===== src/rtl/rv4028_bus_sequencer.sv =====
// RV4028 external 16-bit bus sequencer: arbitrates fetch/data ports and runs
// one or two T1/T2/T3 bus cycles per word with registered DDR phase-pair strobes.
module rv4028_bus_sequencer #(
    parameter int unsigned MIN_WAIT = 0,
    parameter int unsigned IO_WAIT  = 1
) (
    input  logic        clk,
    input  logic        rst,
    input  logic        i_req,
    input  logic [31:0] i_addr,
    output logic [31:0] i_rdata,
    output logic        i_ack,
    input  logic        d_req,
    input  logic        d_we,
    input  logic        d_io,
    input  logic [3:0]  d_mask,
    input  logic [31:0] d_addr,
    input  logic [31:0] d_wdata,
    output logic [31:0] d_rdata,
    output logic        d_ack,
    output logic [31:0] addr,
    output logic        rd_n,
    output logic [1:0]  wr_buf,
    output logic [1:0]  mreq_buf,
    output logic        iorq_n,
    output logic [1:0]  msk_n,
    input  logic        wait_n,
    input  logic [15:0] data_in,
    output logic [15:0] data_out,
    output logic        data_oe
);

    typedef enum logic [2:0] {IDLE, T1, T2, T3, DONE} state_t;

    localparam logic [7:0] WAIT_MEM = 8'(MIN_WAIT);
    localparam logic [7:0] WAIT_IO  = 8'(MIN_WAIT + IO_WAIT);

    state_t      state;
    logic        last_data;
    logic        gnt_data;
    logic        half;
    logic [31:2] lat_addr;
    logic        lat_we;
    logic        lat_io;
    logic [3:0]  lat_mask;
    logic [31:0] lat_wdata;
    logic [7:0]  wait_cnt;

    logic        pick_data;
    logic [31:2] cur_addr;
    logic        cur_we;
    logic        cur_io;
    logic [3:0]  cur_mask;
    logic [31:0] cur_wdata;
    logic        th;
    logic        go_t1;
    logic [1:0]  t1_msk_n;
    logic [15:0] t1_dout;
    logic [15:0] cap;

    logic unused_addr_lsb;
    assign unused_addr_lsb = ^{i_addr[1:0], d_addr[1:0]};

    // In IDLE the next transaction comes straight from the winning port so T1
    // outputs can be registered on the granting edge; afterwards from latches.
    always_comb begin
        pick_data = d_req && (!i_req || !last_data);
        cur_addr  = lat_addr;
        cur_we    = lat_we;
        cur_io    = lat_io;
        cur_mask  = lat_mask;
        cur_wdata = lat_wdata;
        if (state == IDLE) begin
            cur_addr  = pick_data ? d_addr[31:2] : i_addr[31:2];
            cur_we    = pick_data & d_we;
            cur_io    = pick_data & d_io;
            cur_mask  = pick_data ? d_mask : 4'hF;
            cur_wdata = d_wdata;
        end
        th       = (state == IDLE) ? (cur_mask[1:0] == 2'b00) : 1'b1;
        t1_msk_n = th ? ~cur_mask[3:2] : ~cur_mask[1:0];
        t1_dout  = cur_we ? (th ? cur_wdata[31:16] : cur_wdata[15:0]) : '0;
        go_t1    = ((state == IDLE) && (i_req || d_req) && (cur_mask != 4'h0)) ||
                   ((state == T3) && !half && (lat_mask[3:2] != 2'b00));
        cap      = data_in & (half ? {{8{lat_mask[3]}}, {8{lat_mask[2]}}}
                                   : {{8{lat_mask[1]}}, {8{lat_mask[0]}}});
    end

    always_ff @(posedge clk) begin
        if (rst) begin
            state     <= IDLE;
            last_data <= 1'b1;
            gnt_data  <= 1'b0;
            half      <= 1'b0;
            lat_addr  <= '0;
            lat_we    <= 1'b0;
            lat_io    <= 1'b0;
            lat_mask  <= '0;
            lat_wdata <= '0;
            wait_cnt  <= '0;
            i_rdata   <= '0;
            d_rdata   <= '0;
            i_ack     <= 1'b0;
            d_ack     <= 1'b0;
            addr      <= '0;
            rd_n      <= 1'b1;
            iorq_n    <= 1'b1;
            mreq_buf  <= 2'b11;
            wr_buf    <= 2'b11;
            msk_n     <= 2'b11;
            data_out  <= '0;
            data_oe   <= 1'b0;
        end else begin
            i_ack <= 1'b0;
            d_ack <= 1'b0;
            unique case (state)
                IDLE: begin
                    if (i_req || d_req) begin
                        gnt_data  <= pick_data;
                        last_data <= pick_data;
                        lat_addr  <= cur_addr;
                        lat_we    <= cur_we;
                        lat_io    <= cur_io;
                        lat_mask  <= cur_mask;
                        lat_wdata <= cur_wdata;
                        if (pick_data) d_rdata <= '0;
                        else           i_rdata <= '0;
                        if (cur_mask == 4'h0) begin
                            state <= DONE;
                            d_ack <= 1'b1;
                        end
                    end
                end
                T1: begin
                    state    <= T2;
                    mreq_buf <= lat_io ? 2'b11 : 2'b00;
                    wr_buf   <= lat_we ? 2'b00 : 2'b11;
                    wait_cnt <= lat_io ? WAIT_IO : WAIT_MEM;
                end
                T2: begin
                    if (wait_cnt != '0) begin
                        wait_cnt <= wait_cnt - 8'd1;
                    end else if (wait_n) begin
                        if (!lat_we) begin
                            if (gnt_data) begin
                                if (half) d_rdata[31:16] <= cap;
                                else      d_rdata[15:0]  <= cap;
                            end else begin
                                if (half) i_rdata[31:16] <= cap;
                                else      i_rdata[15:0]  <= cap;
                            end
                        end
                        state    <= T3;
                        mreq_buf <= lat_io ? 2'b11 : 2'b10;
                        wr_buf   <= lat_we ? 2'b10 : 2'b11;
                    end
                end
                T3: begin
                    if (!go_t1) begin
                        state    <= DONE;
                        addr     <= '0;
                        rd_n     <= 1'b1;
                        iorq_n   <= 1'b1;
                        mreq_buf <= 2'b11;
                        wr_buf   <= 2'b11;
                        msk_n    <= 2'b11;
                        data_out <= '0;
                        data_oe  <= 1'b0;
                        if (gnt_data) d_ack <= 1'b1;
                        else          i_ack <= 1'b1;
                    end
                end
                DONE: state <= IDLE;
                default: state <= IDLE;
            endcase
            if (go_t1) begin
                state    <= T1;
                half     <= th;
                addr     <= {cur_addr, th, 1'b0};
                msk_n    <= t1_msk_n;
                rd_n     <= cur_we;
                iorq_n   <= ~cur_io;
                mreq_buf <= cur_io ? 2'b11 : 2'b01;
                wr_buf   <= 2'b11;
                data_out <= t1_dout;
                data_oe  <= cur_we;
            end
        end
    end

endmodule


===== config.mk =====
export PLATFORM = sky130hd
export DESIGN_NAME = rv4028_bus_sequencer
export DESIGN_NICKNAME = d
export VERILOG_FILES = /design/src/rtl/rv4028_bus_sequencer.sv
export SDC_FILE = /design/constraint.sdc
export NUM_CORES = 1
export LEC_CHECK = 0
export CAP_MARGIN = 20
export CORE_UTILIZATION = 35
export CTS_CLUSTER_SIZE = 12
export DETAILED_ROUTE_END_ITERATION = 12
export GPL_ROUTABILITY_DRIVEN = 0
export GPL_TIMING_DRIVEN = 0
export PLACE_DENSITY = 0.73
export SLEW_MARGIN = 20
export SYNTH_ARGS = -nofsm -noshare
export SYNTH_HDL_FRONTEND = slang
export SYNTH_SLANG_ARGS = --single-unit
export TNS_END_PERCENT = 30

===== constraint.sdc =====
create_clock -name clk -period 5.7 [get_ports clk]
set_clock_uncertainty 0.15 [all_clocks]
set_input_delay 1.14 -clock clk [delete_from_list [all_inputs] [get_ports clk]]
set_output_delay 1.14 -clock clk [all_outputs]
set_load 0.01 [all_outputs]

==> run_summary.xml <==
<?xml version="1.0" encoding="UTF-8"?>
<metrics>
  <group name="critical_path">
    <metric name="timing.critical_path.cells" unit="">clkdlybuf4s50_1 &gt; a21bo_2 &gt; clkbuf_1 &gt; o211ai_1 &gt; buf_2 &gt; nand2_1 &gt; nor4_1</metric>
    <metric name="critPathArrivalTime" unit="ps">3750</metric>
    <metric name="startpoint_type" unit="">primary input</metric>
    <metric name="cpPeakStageDelay" unit="ps">570</metric>
    <metric name="criticalPathCategory" unit="">in -&gt; reg</metric>
    <metric name="critical_path.slowest_cell" unit="">sky130_fd_sc_hd__clkdlybuf4s50_1</metric>
    <metric name="rr_worst_depth" unit="">6</metric>
    <metric name="ff2ff_setup_slack" unit="ps">3060</metric>
    <metric name="critical_path.endpoint_type" unit="">flip-flop</metric>
    <metric name="timing.rr.start" unit="">last_data</metric>
    <metric name="critical_path.reg2reg.endpoint" unit="">i_ack</metric>
    <metric name="maximum_fanout_along_the_worst_path" unit="">10</metric>
    <metric name="worst-endpoint-required" unit="ps">5810</metric>
  </group>
  <group name="pwr">
    <metric name="power.switching" unit="mW">1.186</metric>
    <metric name="seqPwrFrac" unit="">0.406</metric>
    <metric name="power-per-cell-area" unit="nW/um^2">333.0</metric>
    <metric name="peakVddDrop" unit="uV">201.0</metric>
    <metric name="intPower" unit="mW">2.616</metric>
    <metric name="switching_part_of_the_total_power" unit="">0.3119</metric>
    <metric name="power.leakage" unit="nW">4.495</metric>
    <metric name="pwr-share-comb" unit="">0.281</metric>
    <metric name="clockPowerShare" unit="">0.313</metric>
  </group>
  <group name="synthesis">
    <metric name="synth_nets" unit="">1020</metric>
    <metric name="synth_area" unit="um^2">8074</metric>
    <metric name="yosys-top-cells-area" unit="">sky130_fd_sc_hd__dfxtp_1, sky130_fd_sc_hd__mux2i_1, sky130_fd_sc_hd__nand2_1</metric>
    <metric name="portion_of_the_post_synthesis_area_used_by_sequential_elements" unit="">0.4661</metric>
    <metric name="yosysTopAreaCellShare" unit="">0.4661</metric>
    <metric name="post_synth_edffs" unit="">0</metric>
    <metric name="synth.largest_area_cell" unit="">sky130_fd_sc_hd__dfxtp_1</metric>
    <metric name="synth.yosys.warnings" unit="">0</metric>
    <metric name="syn-instance-count" unit="">895</metric>
    <metric name="synth_cell_types" unit="">61</metric>
    <metric name="synth-seq-cells" unit="">188</metric>
    <metric name="synth-async-reset-ratio" unit="">0</metric>
    <metric name="ys.flop_type" unit="">sky130_fd_sc_hd__dfxtp_1</metric>
    <metric name="synthesis.area_per_instance" unit="um^2">9.021</metric>
  </group>
  <group name="clocking">
    <metric name="cts-root-to-sink-buffers" unit="">2</metric>
    <metric name="cts_tree" unit="">built</metric>
    <metric name="tritoncts_num_sinks" unit="">188</metric>
    <metric name="cts_repair_resize_count" unit="">0</metric>
    <metric name="cts-buffers-inserted" unit="">17</metric>
    <metric name="clock_latency" unit="ps">420</metric>
    <metric name="cts_setup_buffers" unit="">0</metric>
    <metric name="clkTransAtPathRegs" unit="ps">60</metric>
    <metric name="cts.hold.buffers_added" unit="">0</metric>
    <metric name="clk_root_buffer_cell" unit="">sky130_fd_sc_hd__clkbuf_16</metric>
    <metric name="htree_levels" unit="">4</metric>
  </group>
  <group name="layout">
    <metric name="nFillCells" unit="">2078</metric>
    <metric name="commonest_non_fill_non_tap_cell_in_the_layout" unit="">sky130_fd_sc_hd__clkdlybuf4s50_1</metric>
    <metric name="final_cell_mix" unit="">sky130_fd_sc_hd__clkdlybuf4s50_1, sky130_fd_sc_hd__dfxtp_1, sky130_fd_sc_hd__nand2_1</metric>
    <metric name="num_antenna_cells" unit="">0</metric>
    <metric name="postLayoutCoreUtil" unit="">0.5043</metric>
    <metric name="post_route_insts_no_fill" unit="">1451</metric>
    <metric name="drive_gt1_frac" unit="">0.07204</metric>
    <metric name="synthToLayoutAreaGrowth" unit="%">41.42</metric>
    <metric name="finalNetCount" unit="">1279</metric>
  </group>
  <group name="hold_path">
    <metric name="timing.hold.worst_path_depth" unit="">2</metric>
    <metric name="holdPathEnd" unit="">i_rdata[29]</metric>
    <metric name="hp-start" unit="">i_rdata[29]</metric>
    <metric name="hold_path.class" unit="">reg -&gt; reg</metric>
  </group>
  <group name="floorplan">
    <metric name="floorplan.die.height" unit="um">153.9</metric>
    <metric name="ioPinCount" unit="">246</metric>
    <metric name="die_x" unit="um">153.9</metric>
    <metric name="initial_utilization" unit="">0.3566</metric>
    <metric name="num_rows" unit="">55</metric>
    <metric name="design.die.area" unit="um^2">23680</metric>
    <metric name="core_region_area" unit="um^2">22640</metric>
  </group>
  <group name="grt">
    <metric name="overflow" unit="">0</metric>
    <metric name="globalRouteMet3Util" unit="">0.04256</metric>
    <metric name="grt_pass1_wl" unit="mm">39.73</metric>
    <metric name="maximum_number_of_pins_on_one_net_before_global_route_repair" unit="">17</metric>
    <metric name="grt_busiest_layer" unit="">met2</metric>
    <metric name="first_global_vias" unit="">7466</metric>
    <metric name="grt_util_all_layers" unit="">0.2125</metric>
    <metric name="use_met2" unit="">0.3647</metric>
    <metric name="grt_antenna_before_repair" unit="">0</metric>
    <metric name="use_met1" unit="">0.2614</metric>
  </group>
  <group name="place">
    <metric name="post-dp-hpwl" unit="mm">18.96</metric>
    <metric name="portBuffers" unit="">240</metric>
    <metric name="placed_cells_incl_taps" unit="">1420</metric>
  </group>
  <group name="timing">
    <metric name="clock.fmax" unit="MHz">274.7</metric>
    <metric name="slew-limit-headroom" unit="">0.4926</metric>
    <metric name="final_period_minus_worst_setup_slack" unit="ps">3640</metric>
    <metric name="rsz0062_at_grt" unit="">no</metric>
    <metric name="timing.final.setup_violations" unit="">0</metric>
    <metric name="worst-slew-pin-transition" unit="ps">761.2</metric>
    <metric name="min_period_over_period" unit="">0.6387</metric>
    <metric name="setup_total_negative_slack" unit="ps">0</metric>
    <metric name="finalHoldViolations" unit="">0</metric>
    <metric name="pins_over_their_slew_limit" unit="">0</metric>
  </group>
  <group name="detailed_routing">
    <metric name="route.detailed.vias_per_inst" unit="">5.142</metric>
    <metric name="detailedRoute.firstPassIterationCount" unit="">5</metric>
    <metric name="routedWlPerCell" unit="um">17.16</metric>
    <metric name="route.detailed.drc" unit="">0</metric>
    <metric name="route.final.wire_length" unit="mm">24.90</metric>
    <metric name="drt_iter0_drc" unit="">387</metric>
    <metric name="detailroute.via_count" unit="">7461</metric>
    <metric name="route.antenna.remaining_nets" unit="">0</metric>
  </group>
  <group name="job">
    <metric name="drv.max_cap_violation_count" unit="">0</metric>
  </group>
  <group name="status">
    <metric name="status" unit="">completed</metric>
  </group>
</metrics>
## layer usage
layer  part of all wire  vias up
met4              0.026        0
met2               0.49      213
li1                   -     3688
met1               0.44     3523
met5                  0        -
met3              0.051       37
## per-stage QoR
step	cell area [um^2]	hold slack [ps]	setup WS [ps]	power, mW
5_1_grt	11420	324.2	1942	3.993
3_3_place_gp	10830	286.9	1685	2.622
6_report	11420	304.3	2060	3.803
4_1_cts	11420	305.6	2102	3.828
3_5_place_dp	10830	295.7	1670	2.640
2_1_floorplan	8074	281.2	2916	2.213
## critical path: cells and delay by family
family | cells | cell delay [ps]
compound gates | 2 | 770
buf+inv | 3 | 1220
simple gates | 2 | 610
## cell usage after synthesis (3+ instances only)
library cell                instances
sky130_fd_sc_hd__mux2_2             8
sky130_fd_sc_hd__nand2_1          165
sky130_fd_sc_hd__buf_2             24
sky130_fd_sc_hd__o32ai_1           16
sky130_fd_sc_hd__nor2_1            59
sky130_fd_sc_hd__inv_1             24
sky130_fd_sc_hd__o22ai_1            6
sky130_fd_sc_hd__o2bb2ai_1          8
sky130_fd_sc_hd__a22o_1            23
sky130_fd_sc_hd__mux2i_1          100
sky130_fd_sc_hd__nand3_1            6
sky130_fd_sc_hd__a211oi_1          40
sky130_fd_sc_hd__dfxtp_1          188
sky130_fd_sc_hd__nor4_1             5
sky130_fd_sc_hd__or4_1              6
sky130_fd_sc_hd__o21a_1             3
sky130_fd_sc_hd__o21ai_0           33
sky130_fd_sc_hd__buf_4              3
sky130_fd_sc_hd__and3_1            17
sky130_fd_sc_hd__o31ai_1            5
sky130_fd_sc_hd__or2_2              4
sky130_fd_sc_hd__nor3_1             9
sky130_fd_sc_hd__o211ai_1           4
sky130_fd_sc_hd__a21oi_1           39
sky130_fd_sc_hd__or3_1              7
sky130_fd_sc_hd__clkbuf_1          41
## power by group through the flow
| stage | clock, mW | sequential (mW) | combinational (mW) |
|---|---|---|---|
| after CTS | 1.21 | 1.54 | 1.07 |
| after detailed placement | 0 | 1.57 | 1.07 |
| after floorplan | 0 | 1.58 | 0.630 |
| after global routing | 1.26 | 1.56 | 1.17 |
| final | 1.19 | 1.54 | 1.07 |
| after global placement | 0 | 1.57 | 1.05 |
## sequential cells by signal (all words and copies together) (netlist names), 2 cells and up
register,count
d_rdata,32
i_rdata,32
addr,31
lat_addr,30
data_out,16
lat_wdata,16
wait_cnt,8
lat_mask,4
state,3
mreq_buf,2
msk_n,2
wr_buf,2
## logic make-up after synthesis
kind of cell	count (synthesis)	share of synthesized area
DFF	188	0.4661
buffers and inverters	95	0.05114
AOI/OAI and AO/OA	202	0.1768
and+or+nand+nor	299	0.1672
adders and majority gates	2	0.003099
muxes	108	0.1351
other	1	0.0004645
## layout make-up
| type | instances | area, um^2 | share of cell area |
|---|---|---|---|
| buffer | 71 | 322.8 | 0.02827 |
| clock buffer | 22 | 474.2 | 0.04153 |
| clock inverter | 9 | 111.4 | 0.009752 |
| inverter | 24 | 90.09 | 0.007890 |
| multi-input combinational | 612 | 3897 | 0.3413 |
| sequential | 188 | 3764 | 0.3296 |
| tap | 285 | 356.6 | 0.03123 |
| timing repair buffer | 240 | 2402 | 0.2104 |
## how the worst max path moves through the flow
stage	start	end	slack [ps]
detailed placement	d_req	i_ack	1670
CTS	d_req	i_ack	2100
finish	d_req	i_ack	2060
floorplan	d_mask[0]	state[1]	2920
global route	d_req	i_ack	1940
global placement	d_req	i_ack	1690
No activity file was read; power rests on OpenSTA's default activity.
